==> config.mk <==
export PLATFORM = sky130hd
export DESIGN_NAME = mesm6_alu_issue
export DESIGN_NICKNAME = d
export VERILOG_FILES = /design/src/rtl/mesm6_alu_issue.sv
export SDC_FILE = /design/constraint.sdc
export NUM_CORES = 1
export LEC_CHECK = 0
export ABC_CLOCK_PERIOD_IN_PS = 2300
export CORE_ASPECT_RATIO = 1.2
export CORE_MARGIN = 2
export CORE_UTILIZATION = 42
export DETAILED_ROUTE_END_ITERATION = 8
export PLACE_DENSITY = 0.85
export SETUP_SLACK_MARGIN = 0.02
export SYNTH_ARGS = -nofsm -noshare
export SYNTH_HDL_FRONTEND = slang
export SYNTH_SLANG_ARGS = --single-unit
==> constraint.sdc <==
create_clock -name clk -period 2.3 [get_ports clk]
set_input_delay 0.345 -clock clk [delete_from_list [all_inputs] [get_ports clk]]
set_output_delay 0.345 -clock clk [all_outputs]
set_load 0.01 [all_outputs]
==> src/rtl/mesm6_alu_issue.sv <==
// MESM-6 ALU issue front end: latches one command, holds it until done, drains.
// Optional perf counters perf_ops/perf_busy: define MESM6_ALU_ISSUE_PERF_EN.
`ifndef ALU_OP_WIDTH
`define ALU_OP_WIDTH 5
`endif
`ifndef ALU_NOP
`define ALU_NOP 5'd0
`endif

module mesm6_alu_issue #(
  parameter int TIMEOUT = 255,
  parameter int OPW = `ALU_OP_WIDTH
) (
  input  logic           clk,
  input  logic           reset_n,
  input  logic           start,
  input  logic [OPW-1:0] cmd_op,
  input  logic           cmd_wy,
  input  logic           cmd_log,
  input  logic           cmd_norm,
  input  logic           cmd_round,
  input  logic [47:0]    cmd_a,
  input  logic [47:0]    cmd_b,
  output logic           ready,
  output logic [47:0]    result,
  output logic           result_valid,
  output logic           err,
  output logic [OPW-1:0] alu_op,
  output logic           alu_wy,
  output logic           alu_log,
  output logic           alu_norm,
  output logic           alu_round,
  output logic [47:0]    alu_a,
  output logic [47:0]    alu_b,
  input  logic [47:0]    alu_acc,
  input  logic           alu_done
`ifdef MESM6_ALU_ISSUE_PERF_EN
  ,
  output logic [31:0]    perf_ops,
  output logic [31:0]    perf_busy
`endif
);

  localparam int CW = $clog2(TIMEOUT + 1);
  localparam logic [OPW-1:0] OP_NOP = OPW'(`ALU_NOP);
  localparam logic [CW-1:0] CNT_LAST = CW'(TIMEOUT - 1);
  localparam logic [CW-1:0] CNT_MAX = CW'(TIMEOUT);

  typedef enum logic [1:0] {
    S_IDLE,
    S_RUN,
    S_YWRITE,
    S_DRAIN
  } state_t;

  state_t         state, state_n;
  logic [CW-1:0]  cnt, cnt_n;
  logic           ready_n;
  logic [47:0]    result_n;
  logic           result_valid_n;
  logic           err_n;
  logic [OPW-1:0] alu_op_n;
  logic           alu_wy_n;
  logic           alu_log_n;
  logic           alu_norm_n;
  logic           alu_round_n;
  logic [47:0]    alu_a_n;
  logic [47:0]    alu_b_n;

  always_comb begin
    state_n        = state;
    cnt_n          = cnt;
    ready_n        = ready;
    result_n       = result;
    result_valid_n = 1'b0;
    err_n          = 1'b0;
    alu_op_n       = alu_op;
    alu_wy_n       = 1'b0;
    alu_log_n      = alu_log;
    alu_norm_n     = alu_norm;
    alu_round_n    = alu_round;
    alu_a_n        = alu_a;
    alu_b_n        = alu_b;
    unique case (state)
      S_IDLE: begin
        ready_n  = 1'b1;
        alu_op_n = OP_NOP;
        if (start) begin
          alu_log_n   = cmd_log;
          alu_norm_n  = cmd_norm;
          alu_round_n = cmd_round;
          alu_a_n     = cmd_a;
          alu_b_n     = cmd_b;
          cnt_n       = '0;
          if (cmd_op != OP_NOP) begin
            alu_op_n = cmd_op;
            ready_n  = 1'b0;
            state_n  = S_RUN;
          end else if (cmd_wy) begin
            alu_wy_n = 1'b1;
            ready_n  = 1'b0;
            state_n  = S_YWRITE;
          end
        end
      end
      S_RUN: begin
        // done wins over the watchdog when both land on the same edge
        if (alu_done) begin
          result_n       = alu_acc;
          result_valid_n = 1'b1;
          alu_op_n       = OP_NOP;
          state_n        = S_DRAIN;
        end else if (cnt == CNT_LAST) begin
          result_n       = '0;
          result_valid_n = 1'b1;
          err_n          = 1'b1;
          alu_op_n       = OP_NOP;
          state_n        = S_DRAIN;
        end else if (cnt != CNT_MAX) begin
          cnt_n = cnt + CW'(1);
        end
      end
      S_YWRITE: begin
        result_n       = alu_a;
        result_valid_n = 1'b1;
        alu_op_n       = OP_NOP;
        ready_n        = 1'b1;
        state_n        = S_IDLE;
      end
      S_DRAIN: begin
        alu_op_n = OP_NOP;
        ready_n  = 1'b1;
        state_n  = S_IDLE;
      end
      default: begin
        state_n = S_IDLE;
      end
    endcase
  end

  always_ff @(posedge clk) begin
    if (!reset_n) begin
      state        <= S_IDLE;
      cnt          <= '0;
      ready        <= 1'b1;
      result       <= '0;
      result_valid <= 1'b0;
      err          <= 1'b0;
      alu_op       <= OP_NOP;
      alu_wy       <= 1'b0;
      alu_log      <= 1'b0;
      alu_norm     <= 1'b0;
      alu_round    <= 1'b0;
      alu_a        <= '0;
      alu_b        <= '0;
    end else begin
      state        <= state_n;
      cnt          <= cnt_n;
      ready        <= ready_n;
      result       <= result_n;
      result_valid <= result_valid_n;
      err          <= err_n;
      alu_op       <= alu_op_n;
      alu_wy       <= alu_wy_n;
      alu_log      <= alu_log_n;
      alu_norm     <= alu_norm_n;
      alu_round    <= alu_round_n;
      alu_a        <= alu_a_n;
      alu_b        <= alu_b_n;
    end
  end

`ifdef MESM6_ALU_ISSUE_PERF_EN
  always_ff @(posedge clk) begin
    if (!reset_n) begin
      perf_ops  <= '0;
      perf_busy <= '0;
    end else begin
      if (result_valid) perf_ops <= perf_ops + 32'd1;
      if (!ready) perf_busy <= perf_busy + 32'd1;
    end
  end
`endif

endmodule

==> metrics <==
outcome complete, no violations; highest clock rate just under 500 MHz; total wire length 23.5 mm; clk_lat worst skew roughly 0.43 ns; number of detailed-route iterations in the first pass 4; Residual DRC 0; fin nets 1285; Gate Count Post-Synth around 840; post-CTS clock slew at the launch and capture registers of the worst setup and hold paths 0.07 ns; Top delay family on crit path buffers and inverters; count of buffering cells on the critical path with inverters included 2; finished layout cell area between 10000 and 15000 sq um; total placed instance area 10300 sq um; buffers inserted during post-CTS setup optimization 0; uppermost metal layer occupied by signal nets met4; Power per Cell Area 1080 nW/um^2; Starting Density a little over two fifths; maximum buffer depth of the clock tree 2; Crit-path slowest cell sky130_fd_sc_hd__dfxtp_1; number of sinks on the clock net roughly 170; sort of element at the end of the critical path flip-flop; Max FO, Critical Path 40; number of different library cells in the post-synthesis netlist 44; violation count after the first detailed-routing iteration roughly 430; Floorplan Core Area around 16000 sq um; Routed met3 length 2.07 mm; most common library cell in the layout ignoring fill and taps sky130_fd_sc_hd__clkdlybuf4s50_1; sum of negative setup slack 0 ns; number of buffers inserted by hold repair at cts 0; post-synthesis instance area ~7000 sq um; final period demand of the worst path 2.04 ns; Final setup viols 0; final clock skew about 0.011 ns; headroom to the max-slew limit about two thirds; startpoint type of the worst setup path flip-flop; clock buffer count from CTS 17; path type of the worst setup path reg -> reg; M1 wire length ~8.7 mm; number of I/O port buffers approximately 310; aggregate global routing overflow 0; number of storage elements in the synthesis netlist ~170; delay of the slowest cell on the worst path around 0.42 ns; antenna-violating nets left 0; slew of the pin with the lowest slew margin 0.528 ns; R2R setup slack about 0.26 ns; CP Data Required Time around 2.6 ns; unrepaired setup endpoints after global routing no; fill cell instance count of the final layout between 1000 and 1500; post-synthesis to final-layout area growth 55.4%; y dimension of the die about 150 um; Met2 Wirelength between 10 and 15 mm; nets in the synthesized netlist 1009; via total after detailed routing 7227; number of antenna violations at the first check in global routing 1; final worst slack around 0.26 ns; CP cell instances inv_1 -> ha_1 -> and2b_2 -> o21ai_4 -> buf_4 -> o21ai_0 -> o211a_1; fraction of final layout cells with drive strength greater than 1 around 5.6%; highest-count cells in the layout ignoring fill and taps 310 x sky130_fd_sc_hd__clkdlybuf4s50_1, 217 x sky130_fd_sc_hd__nand2_1, 166 x sky130_fd_sc_hd__dfxtp_1; fraction of the yosys area taken by sequential cells between 40% and 50%; maximum number of pins on one net before global-route repair ~110; Vias per Instance approximately 5.4; gp weighted congestion a little under 0.9; global-route wire length before repair about 37 mm; hpwl dp between 15 and 20 mm; die span in x between 100 and 150 um; maximum level of the CTS H-tree 4; number of rows created at floorplan 51; count of synthesis-stage warnings from yosys 0; critical path arrival 2.37 ns; via count of the first global-routing pass about 7000; Resized Gates After CTS 0; maxcap violations 0; Leak Pwr ~4.4 nW; share of the clock period used by the worst path between 80% and 90%; Slew Viols, Final 0; pre-CTS WS 0.234 ns; die footprint approximately 18000 sq um; class of the tightest hold or removal check in -> reg; highest ir drop seen on vdd approximately 0.00050 V; global router's overall resource usage a little over a quarter; Clock Root Buffer sky130_fd_sc_hd__clkbuf_16; routed length per placed instance ~17 um; CTS tree built; mean instance size in the synthesized netlist roughly 8.3 sq um; top-level I/O count approximately 310; final number of hold-violating endpoints 0
cells by family after synthesis:
group                      count (synthesis)  share of synthesized area [%]
muxes                                      3                          0.429
AOI/OAI and AO/OA                        281                           26.2
DFF                                      166                           47.5
and+or+nand+nor                          306                           19.7
buffers and inverters                     80                           4.79
adders and majority gates                  8                           1.43
registers in the layout, summed over array words and instances, names as in the netlist, 2 cells and up:
name,cells
cnt,8
alu_b,48
alu_a,48
alu_op,5
result,48
state,2
cell type report:
cell class                 count  area [sq um]  share of cell area [%]
sequential                   166          3320                    30.5
tap                          212           265                    2.44
clock inverter                15           144                    1.32
timing repair buffer         331          3330                    30.6
multi-input combinational    598          3370                    30.9
inverter                       6          23.8                   0.218
antenna                        1          2.50                  0.0230
clock buffer                  17           425                    3.91
synthesized netlist by cell type, drive strengths merged:
master / n / area share (%)
a21oi: 109 / 7.8
nand3: 6 / 0.43
and2b: 1 / 0.13
clkbuf: 59 / 3.2
or4: 2 / 0.21
inv: 6 / 0.32
mux2i: 3 / 0.43
buf: 15 / 1.3
and2: 1 / 0.089
and3: 1 / 0.089
nand4b: 3 / 0.38
nor4: 2 / 0.18
a21o: 1 / 0.11
o311ai: 1 / 0.13
nor3: 2 / 0.14
o211a: 48 / 6.9
o21a: 2 / 0.32
nand4: 6 / 0.75
ha: 8 / 1.4
o2111ai: 1 / 0.13
nor2: 8 / 0.54
o21bai: 2 / 0.21
and4: 2 / 0.25
nand2b: 3 / 0.27
or3: 2 / 0.18
a31oi: 4 / 0.36
nor2b: 48 / 4.3
or3b: 1 / 0.13
o21ai: 56 / 4.2
o211ai: 3 / 0.32
nand2: 218 / 12
o31ai: 1 / 0.11
o31a: 1 / 0.13
a211oi: 51 / 5.5
o22ai: 1 / 0.089
dfxtp: 166 / 47
per-layer routing:
layer,up-vias,global-route usage [%]
met1,3386,28.9
li1,3482,-
met2,306,45.7
met3,53,7.80
met5,-,0
met4,0,11.1
final timing paths:
kind / depth (start not counted) / start / endpoint
worst max-delay path: 7 / state[1]$_SDFFE_PN0P_ / result[10]$_SDFFE_PN0P_
worst max register to register: 7 / state[1]$_SDFFE_PN0P_ / result[10]$_SDFFE_PN0P_
worst min-delay path: 3 / reset_n / cnt[1]$_SDFFE_PN0P_
worst min register to register: 2 / alu_b[2]$_SDFFE_PN0N_ / alu_b[2]$_SDFFE_PN0N_
metrics by stage:
stage          total power, mW  utilization [%]  std cells  hold WS [ns]
2_1_floorplan             6.57                -        844         0.463
3_3_place_gp              8.94             63.4       1313         0.440
3_5_place_dp              9.05             63.4       1313         0.446
4_1_cts                   11.8             66.9       1345         0.279
5_1_grt                   12.4             66.9       1346         0.309
6_report                  11.8             66.9       1346         0.304
worst register-to-register path: stages, from the launching register on:
cell and delay, ns:
sky130_fd_sc_hd__dfxtp_1 0.42, sky130_fd_sc_hd__inv_1 0.12, sky130_fd_sc_hd__ha_1 0.30, sky130_fd_sc_hd__and2b_2 0.28, sky130_fd_sc_hd__o21ai_4 0.07, sky130_fd_sc_hd__buf_4 0.38, sky130_fd_sc_hd__o21ai_0 0.22, sky130_fd_sc_hd__o211a_1 0.16
report_power, final:
group	total (mW)	switching (mW)	internal, mW
clock	2.76	1.25	1.51
combinational	4.96	2.49	2.48
sequential	4.04	0.432	3.61
total	11.8	4.17	7.60
Note: power is estimated with default switching activity, not from simulation.
